--- src/rtl/event_fragment_writer.sv ---
// Per-TURFIO event writer: writes one fixed-length fragment into an event buffer
// through a DataMover S2MM channel and returns a 64-bit completion.
module event_fragment_writer #(
  parameter int unsigned TIO_INDEX    = 0,
  parameter int unsigned FRAG_BYTES   = 114752,
  parameter logic [18:0] START_OFFSET = 19'h03E00
) (
  input  logic        memclk,
  input  logic        memresetn,
  input  logic [11:0] s_addr_tdata,
  input  logic        s_addr_tvalid,
  output logic        s_addr_tready,
  input  logic [63:0] s_data_tdata,
  input  logic        s_data_tlast,
  input  logic        s_data_tvalid,
  output logic        s_data_tready,
  output logic [71:0] m_cmd_tdata,
  output logic        m_cmd_tvalid,
  input  logic        m_cmd_tready,
  input  logic [7:0]  m_sts_tdata,
  input  logic        m_sts_tvalid,
  output logic        m_sts_tready,
  output logic [63:0] m_wr_tdata,
  output logic [7:0]  m_wr_tkeep,
  output logic        m_wr_tlast,
  output logic        m_wr_tvalid,
  input  logic        m_wr_tready,
  output logic [63:0] m_cmpl_tdata,
  output logic        m_cmpl_tvalid,
  input  logic        m_cmpl_tready,
  output logic        frag_err_o
);

  localparam int unsigned BEATS     = FRAG_BYTES / 8;
  localparam logic [14:0] LAST_BEAT = 15'(BEATS - 1);
  localparam logic [18:0] LADDR     = 19'(32'(START_OFFSET) + TIO_INDEX * FRAG_BYTES);
  localparam logic [22:0] BTT       = 23'(FRAG_BYTES);

  typedef enum logic [2:0] {
    ST_IDLE, ST_CMD, ST_DATA, ST_PAD, ST_DRAIN, ST_STATUS, ST_CMPL
  } state_t;

  state_t      state_reg, state_next;
  logic [14:0] beat_reg, beat_next;
  logic [11:0] upper_reg, upper_next;
  logic [5:0]  err_reg, err_next;
  logic        frag_err_reg, frag_err_next;
  logic        final_beat;
  logic        unused_sts;

  // Status bits [3:0] carry the DataMover tag, which this block never issues.
  assign unused_sts = ^m_sts_tdata[3:0];
  assign final_beat = (beat_reg == LAST_BEAT);

  assign m_cmd_tdata  = {8'h00, 1'b0, upper_reg, LADDR, 1'b0, 1'b1, 6'b000000, 1'b1, BTT};
  assign m_cmpl_tdata = {20'h00000, upper_reg, 26'h0000000, err_reg};
  assign m_wr_tkeep   = 8'hFF;
  assign frag_err_o   = frag_err_reg;

  always_ff @(posedge memclk or negedge memresetn) begin
    if (!memresetn) begin
      state_reg    <= ST_IDLE;
      beat_reg     <= '0;
      upper_reg    <= '0;
      err_reg      <= '0;
      frag_err_reg <= 1'b0;
    end else begin
      state_reg    <= state_next;
      beat_reg     <= beat_next;
      upper_reg    <= upper_next;
      err_reg      <= err_next;
      frag_err_reg <= frag_err_next;
    end
  end

  always_comb begin
    state_next    = state_reg;
    beat_next     = beat_reg;
    upper_next    = upper_reg;
    err_next      = err_reg;
    frag_err_next = frag_err_reg;
    s_addr_tready = 1'b0;
    s_data_tready = 1'b0;
    m_cmd_tvalid  = 1'b0;
    m_sts_tready  = 1'b0;
    m_wr_tdata    = 64'h0;
    m_wr_tlast    = 1'b0;
    m_wr_tvalid   = 1'b0;
    m_cmpl_tvalid = 1'b0;

    case (state_reg)
      ST_IDLE: begin
        s_addr_tready = 1'b1;
        if (s_addr_tvalid) begin
          upper_next = s_addr_tdata;
          err_next   = '0;
          state_next = ST_CMD;
        end
      end
      ST_CMD: begin
        m_cmd_tvalid = 1'b1;
        if (m_cmd_tready) begin
          beat_next  = '0;
          state_next = ST_DATA;
        end
      end
      ST_DATA: begin
        m_wr_tvalid   = s_data_tvalid;
        s_data_tready = m_wr_tready;
        m_wr_tdata    = s_data_tdata;
        m_wr_tlast    = final_beat;
        if (s_data_tvalid && m_wr_tready) begin
          if (final_beat) begin
            if (!s_data_tlast) begin
              err_next[5] = 1'b1;
              state_next  = ST_DRAIN;
            end else begin
              state_next = ST_STATUS;
            end
          end else begin
            beat_next = beat_reg + 15'd1;
            if (s_data_tlast) begin
              err_next[4] = 1'b1;
              state_next  = ST_PAD;
            end
          end
        end
      end
      ST_PAD: begin
        // Zero-fill so the S2MM transfer still totals exactly FRAG_BYTES.
        m_wr_tvalid = 1'b1;
        m_wr_tlast  = final_beat;
        if (m_wr_tready) begin
          if (final_beat) state_next = ST_STATUS;
          else            beat_next  = beat_reg + 15'd1;
        end
      end
      ST_DRAIN: begin
        s_data_tready = 1'b1;
        if (s_data_tvalid && s_data_tlast) state_next = ST_STATUS;
      end
      ST_STATUS: begin
        m_sts_tready = 1'b1;
        if (m_sts_tvalid) begin
          err_next[0] = err_reg[0] | m_sts_tdata[6];
          err_next[1] = err_reg[1] | m_sts_tdata[5];
          err_next[2] = err_reg[2] | m_sts_tdata[4];
          err_next[3] = err_reg[3] | ~m_sts_tdata[7];
          state_next  = ST_CMPL;
        end
      end
      ST_CMPL: begin
        m_cmpl_tvalid = 1'b1;
        if (m_cmpl_tready) begin
          frag_err_next = frag_err_reg | (err_reg != 6'd0);
          state_next    = ST_IDLE;
        end
      end
      default: state_next = ST_IDLE;
    endcase
  end

endmodule

--- config.mk ---
export PLATFORM = sky130hd
export DESIGN_NAME = event_fragment_writer
export DESIGN_NICKNAME = d
export VERILOG_FILES = /design/src/rtl/event_fragment_writer.sv
export SDC_FILE = /design/constraint.sdc
export NUM_CORES = 1
export LEC_CHECK = 0
export BUFFER_PORTS_ARGS = -buffer_cell sky130_fd_sc_hd__clkbuf_2
export CAP_MARGIN = 30
export CORE_AREA = 5 5 117 119
export DETAILED_ROUTE_END_ITERATION = 8
export DIE_AREA = 0 0 122 124
export GPL_TIMING_DRIVEN = 0
export PLACE_DENSITY_LB_ADDON = 0.3
export SETUP_SLACK_MARGIN = 0.1
export SYNTH_ARGS = -nofsm -noshare
export SYNTH_HDL_FRONTEND = slang
export SYNTH_SLANG_ARGS = --single-unit
export TNS_END_PERCENT = 1
--- constraint.sdc ---
create_clock -name memclk -period 2.13 [get_ports memclk]
set_input_delay 0.426 -clock memclk [delete_from_list [all_inputs] [get_ports memclk]]
set_output_delay 0.426 -clock memclk [all_outputs]
set_load 0.03 [all_outputs]
* Yosys cells after proc, flatten, opt, wreduce, memory -nomap -nowiden
Index checks and enable logic that the tools add are counted.
** Cells by class
- $add $sub $neg :: 1
- Equal/unequal tests :: 20
- Mux-type cells :: 34
- Bitwise gates (word level) :: 6
- Reductions and logical operators :: 15
** Operator list (count)
- 64-bit 2-to-1 mux :: 1
- 15-bit 2-to-1 mux :: 4
- 15-bit one-hot mux with 3 select lines :: 1
- 3-bit 2-to-1 mux :: 10
- 2-bit inequality test, second input constant :: 12
- 3-bit one-hot mux with 7 select lines :: 1
- 15-bit by 1-bit adder with 15-bit output, second input constant :: 1
- 15-bit by 14-bit == test with 1-bit output, second input constant :: 1
- 1-bit 2-to-1 mux :: 10
- 5-bit AND reduction :: 2
- 3-bit == test, second input constant :: 3
- 9-bit AND reduction :: 1
- 4-bit one-hot mux with 2 select lines :: 1
- 3-bit by 2-bit == test with 1-bit output, second input constant :: 2
- 6-bit 2-to-1 mux :: 1
- 6-bit nonzero test :: 1
- 1-bit bitwise OR :: 5
- 4-bit 2-to-1 mux :: 1
- 1-bit one-hot mux with 2 select lines :: 2
- 2-bit one-hot mux with 2 select lines :: 1
- 2-bit AND reduction :: 2
- 4-bit AND reduction :: 1
- 2-bit nonzero test :: 2
- 3-bit by 1-bit == test with 1-bit output, second input constant :: 1
- other kinds (8) :: 9
** Word-level totals
- Register bits after elaboration :: 37
- Input bits :: 93
- Output and inout port bits :: 216
- Logic and storage cells :: 83

* Longest topological paths before layout
Gate-level depths: netlist (run 1).
- Word-level depth :: 4
- Mapped depth :: 6
- Mapped depth without buffers :: 5

* Least setup slack after synthesis (run 1)
Ideal clock, no wire load.
- Path kind :: reg2reg
- Start point :: register state_reg[0]
- End point :: register upper_reg[0]
- Library setup time :: 0.125 ns
- Data arrival time :: 2.141 ns
- Required time :: 2.005 ns
- Slack :: -0.136 ns
- Cell stages (with the launch flop) :: 6
- Buffers on the path :: 2
- Period minus slack after synthesis :: 2.266 ns
- Cells stage by stage :: dfrtp_1 > nor3_1 > and2_1 > buf_2 > buf_2 > mux2_2
** Between the ends
- Word-level cells in the longest chain between the ends :: 2
** Ends and longest elaborated chain
- start: declaration :: line 43 : state_t state_reg, state_next;
- start signal: assignment :: line 68 : state_reg <= state_next;
- 3-bit zero test :: line 91 : case (state_reg)
- 2-bit AND reduction (no source line)
- end signal: assignment :: line 70 : upper_reg <= upper_next;
- end: declaration :: line 45 : logic [11:0] upper_reg, upper_next;
Every way passes these cells.
A chain may end at the register's enable or synchronous reset.

* Final worst setup path (run 1)
- Start point :: register state_reg[2]
- End point :: output m_wr_tdata[13]
** Between the ends
- Word-level cells in the longest chain between the ends :: 2
** Ends and longest elaborated chain
- 3-bit by 2-bit == test with 1-bit output :: line 91
- 64-bit 2-to-1 mux :: line 91
- end: declaration :: line 23 : output logic [63:0] m_wr_tdata,
Every way passes these cells.

==> results.cfg, run 1 <==
[worst_setup_path]
start_kind = flip-flop
crit_required_ns = 1.70
rr_worst_depth = 6
slowest_stage = dfrtp_2
cp-end-kind = output port
worstPathMaxFanout = 10
cp_cell_sequence = nand2b_4 -> nor2_4 -> buf_12 -> buf_8 -> and2_1 -> clkbuf_8
arrival_ns = 1.61
max_stage_delay_ns = 0.44
path_class = reg2out

[logic_synthesis]
avgSynthCellArea_um2 = 8.455
synth_top_area_cell = buf_4
async_reset_ff_frac = 1.000
synth.most_common_cell = buf_4
synth_area_leaders = buf_4, dfrtp_1, and2_1, mux2_2, a21oi_1
ys_types = 40
syn_inst = 388
ys.flop_type = dfrtp_1
ys_ff_latch = 37
synth_common_cells = buf_4, and2_1, dfrtp_1
synth_top_area_frac = 0.2906
yosysSeqAreaShare = 0.2822
synth_area_um2 = 3281
synth_edf_count = 0
yosys_warnings = 0

[clock_tree]
cts_buffers = 5
clk_pin_slew_ns = 0.06
clock-sinks = 37
cts_tree = yes
cts_buffer_depth = 2
cts_htree_levels = 2
insertion_delay_ns = 0.28
cts_root_buf = clkbuf_16

[route]
drt-initial-drc-count = 130
drcViolationCount = 0
drt_wl_total_mm = 12.32
wl_per_cell_um = 14.03
vias_per_cell = 3.804
dr.pass1.iters = 4
vias = 3340
ant_nets = 0

[die]
initial_core_util = 0.2632
io_pins = 309
std_cell_rows = 41
core_um2 = 12470
die_x_um = 122
dieArea_um2 = 15130
die_h_um = 124

[power_and_ir_drop]
p_leak_nw = 3.228
power_frac_clock = 0.134
powerDensity_nw_per_um2 = 910.1
switchingPower_mw = 2.389
peakVddDrop_mv = 0.4083
power_frac_seq = 0.202
combPwrFrac = 0.664
p_total_mw = 5.157
p_int_mw = 2.769
switching_share = 0.4631

[placed_design]
dp_hpwl_mm = 10.47
dpl_worst_slack_ns = -0.3797
placed_cells = 862
post_dp_cell_area_um2 = 4872
gp_congestion = 0.8257
io_buffers = 190

[global_route]
grt_start_max_net_pins = 38
grt_pass1_vias = 3178
antenna_found_initial = 0
gr-total-overflow = 0
grt_usage = 0.1515
grt_pass1_wl_mm = 17.83

[final_layout]
post-route-cell-area_um2 = 5667
finish.net_count = 799
drive_above_1_share = 0.5652
final.fill_count = 1272
diodes = 0
syn2layout_area_growth_pct = 72.73
layout.cells.non_filler = 878
largest_reg_flops = 15

[sta]
fin_ws_ns = 0.09689
fin_crit_ns = 2.033
rsz0062_at_grt = yes
max_slew_margin = 0.6123
timing.hold.ws_ns = 0.1108
post-route-period-util = 0.9545
skew_ns = 0.009461
drv_slew = 0
worst_pin_slew_ns = 0.5755
fmax_mhz = 491.9
setup_violations = 0
hold_viol = 0

[min_path]
hp-class = in2async

[run]
cap_violations = 0

[status]
status = completed
## path summary, 6_finish.rpt
path / from / endpoint / slack, ns
max in group asynchronous: memresetn / beat_reg[8] / 1.82
hold reg to reg: beat_reg[12] / beat_reg[12] / 0.51
min in group memclk: s_addr_tvalid / err_reg[5] / 0.38
hold / removal: memresetn / frag_err_o / 0.11
setup / recovery: state_reg[2] / m_wr_tdata[13] / 0.1
setup reg to reg: state_reg[2] / upper_reg[8] / 0.28
## kinds of logic after synthesis
logic type | Yosys count | share of synthesized area
and+or+nand+nor | 131 | 0.2368
AOI/OAI and AO/OA | 52 | 0.09955
DFF | 37 | 0.2822
adders and majority gates | 1 | 0.003813
other | 2 | 0.002289
muxes | 18 | 0.06026
buffers and inverters | 147 | 0.3150
## placed cells by master, fill, tap and decap left out, types with 2 or more instances in the layout
cell type,n
clkbuf_1,4
buf_12,2
o41ai_1,3
conb_1,114
dfrtp_2,3
nand3b_1,2
inv_1,5
buf_6,38
or4_1,4
buf_8,14
buf_2,4
nand3_1,6
clkbuf_8,4
and2_4,28
o22a_1,2
o211ai_1,2
a31oi_1,5
and3_1,6
mux2_2,14
o31ai_1,4
o21ai_0,12
nand2_1,7
dfrtp_1,34
nand4_1,6
a21oi_1,15
and2_1,39
clkbuf_4,2
clkbuf_2,129
nor2_1,15
clkbuf_16,5
nand2b_1,3
mux2i_1,4
buf_4,145
or2_2,3
o22ai_1,2
and4_1,5
## cell type report
class	count	area (um^2)	share of cell area
Tap cell	172	215.2	0.03798
Timing Repair Buffer	198	1425	0.2515
Inverter	6	22.52	0.003974
Clock buffer	8	136.4	0.02407
Multi-Input combinational cell	316	1857	0.3277
Buffer	141	1081	0.1908
Sequential cell	37	929.6	0.1641
## timing repair
| item | 4_1_cts | 5_1_grt |
|---|---|---|
| endpoints found under the hold margin | 0 | 0 |
| gates cloned | 0 | 0 |
| setup buffers | 4 | 3 |
| hold buffers | 0 | 0 |
| resized for setup | 79 | 182 |
| setup endpoints to repair | 68 | 70 |
| pin swaps | 1 | 1 |
## power groups by stage
stage	clock, mW	sequential [mW]	combinational (mW)
6_report	0.692	1.04	3.42
5_1_grt	0.742	1.07	3.65
4_1_cts	0.703	1.03	3.03
3_5_place_dp	0	1.03	2.74
3_3_place_gp	0	1.03	2.74
2_1_floorplan	0	1.16	1.85
## metrics by stage
step / TNS [ns] / util
floorplan: 0 / -
global placement: -22.14 / 0.3908
detailed placement: -21.16 / 0.3908
CTS: 0 / 0.4255
global route: 0 / 0.4546
finish: 0 / 0.4546
## critical path: cells and delay by family, from the launching register on
family / cells / cell delay, ns
DFF: 1 / 0.44
buffers and inverters: 3 / 0.44
and+or+nand+nor: 3 / 0.44
## metal layers
layer,GRT usage,wire length (um),share of wire
met1,0.1624,4116,0.33
met2,0.2635,6313,0.51
met3,0.07675,1737,0.14
met4,0.04272,152,0.012
met5,0,0,0
Power figures use the tool's default switching activity.
==> run 2, diff against run 1 <==
CTS_BUF_LIST = sky130_fd_sc_hd__clkbuf_2   (was default)
==> results.cfg, run 2 (synthesized netlist as in run 1, its figures left out) <==
[worst_setup_path]
cp-end-kind = output port
path_class = reg2out
start_kind = flip-flop
arrival_ns = 1.67
crit_required_ns = 1.70
worstPathMaxFanout = 10

[global_route]
antenna_found_initial = 1
grt_start_max_net_pins = 38
grt_usage = 0.1551
grt_pass1_wl_mm = 18.11
grt_pass1_vias = 3226
gr-total-overflow = 0

[power_and_ir_drop]
power_frac_clock = 0.061
switching_share = 0.4685
switchingPower_mw = 2.444
power_frac_seq = 0.199
p_leak_nw = 3.327
combPwrFrac = 0.740
p_int_mw = 2.774
p_total_mw = 5.218
powerDensity_nw_per_um2 = 872.5
peakVddDrop_mv = 0.4156

[final_layout]
regArea_um2 = 932.1
final_common_cell = buf_4
drive_above_1_share = 0.6172
largest_reg_flops = 15
finish.net_count = 801
multi_input_area_um2 = 1937
syn2layout_area_growth_pct = 82.30
layout_common_cells = buf_4, clkbuf_2, conb_1, buf_8, and2_4
final.fill_count = 1229

[sta]
skew_ns = 0.02226
drv_slew = 0
rsz0062_at_grt = yes
max_slew_margin = 0.6168
fin_crit_ns = 2.101
worst_pin_slew_ns = 0.5688
fmax_mhz = 476.0
setup_violations = 0
hold_viol = 0
post-route-period-util = 0.9863
fin_ws_ns = 0.02912

[run]
cap_violations = 0

[placed_design]
dp_hpwl_mm = 10.47
io_buffers = 190
dpl_worst_slack_ns = -0.3797
gp_congestion = 0.8257

[route]
vias = 3421
dr.pass1.iters = 4
ant_nets = 0
vias_per_cell = 3.883
wl_per_cell_um = 14.27
drt_wl_total_mm = 12.57
drt-initial-drc-count = 96
drcViolationCount = 0

[clock_tree]
cts_htree_levels = 2
cts_tree = yes
clock-sinks = 37
cts_buffer_depth = 2
insertion_delay_ns = 0.38
cts_root_buf = clkbuf_2
clk_pin_slew_ns = 0.19
cts_buffers = 5

[die]
dieArea_um2 = 15130
io_pins = 309
die_h_um = 124
initial_core_util = 0.2632
core_um2 = 12470
die_x_um = 122
std_cell_rows = 41

[min_path]
hp-class = in2reg

[status]
status = completed
[run 2: area by class of cell]
cell class	instances	share of cell area
plain buffers	141	0.1824
clock buffers	8	0.006695
repair buffers	200	0.2906
diodes	1	0.0004184
flip-flops and latches	37	0.1559
inverters	6	0.004184
well taps	172	0.03598
multi-input cells	316	0.3238
[run 2: timing repair]
item,4_1_cts,5_1_grt
gates resized for setup,186,123
hold buffers,0,1
endpoints found under the setup margin,70,70
hold endpoints to repair,0,37
pin swaps,13,33
buffers inserted,7,1
[run 2: layer usage]
layer	vias to the layer above	GRT usage	wire length, um
met1	1541	0.1624	4067
met2	168	0.2648	6413
met4	0	0.04762	251
met5	-	0	0
met3	14	0.08901	1839
li1	1698	-	-
[run 2: critical path: stages, from the launching register on]
cell and delay [ns]:
dfrtp_2 0.44, nand2b_4 0.16, nor2_4 0.11, buf_12 0.15, buf_8 0.13, and2_1 0.16
buf_8 0.13
[run 2: final timing paths]
kind | startpoint | end | slack [ns] | cells past startpoint
worst max-delay path | state_reg[2] | m_wr_tdata[15] | 0.03 | 6
worst min-delay path | m_sts_tdata[6] | err_reg[0] | 0.26 | 3
worst max register to register | state_reg[1] | upper_reg[9] | 0.26 | 6
worst min register to register | beat_reg[12] | beat_reg[12] | 0.52 | 1
max in group asynchronous | memresetn | beat_reg[8] | 1.39 | 3
min in group asynchronous | memresetn | beat_reg[10] | 0.53 | 3
[run 2: stage by stage]
stage	utilization	area, um^2	hold slack [ns]	setup TNS (ns)	instances
after floorplan	-	3706	0.1304	0	500
after global placement	0.3908	4872	0.4925	-22.14	862
after detailed placement	0.3908	4872	0.4948	-21.16	862
after CTS	0.4597	5731	0.1662	-0.9083	877
after global routing	0.4798	5981	0.2398	-2.666	881
final	0.4798	5981	0.2639	0	881
[run 2: power groups by stage]
stage                     Clock, mW  Combinational [mW]  Sequential [mW]
after floorplan                   0                1.85             1.16
after global placement            0                2.74             1.03
after detailed placement          0                2.74             1.03
after CTS                     0.334                3.48             1.03
after global routing          0.361                4.10             1.07
final                         0.317                3.86             1.04
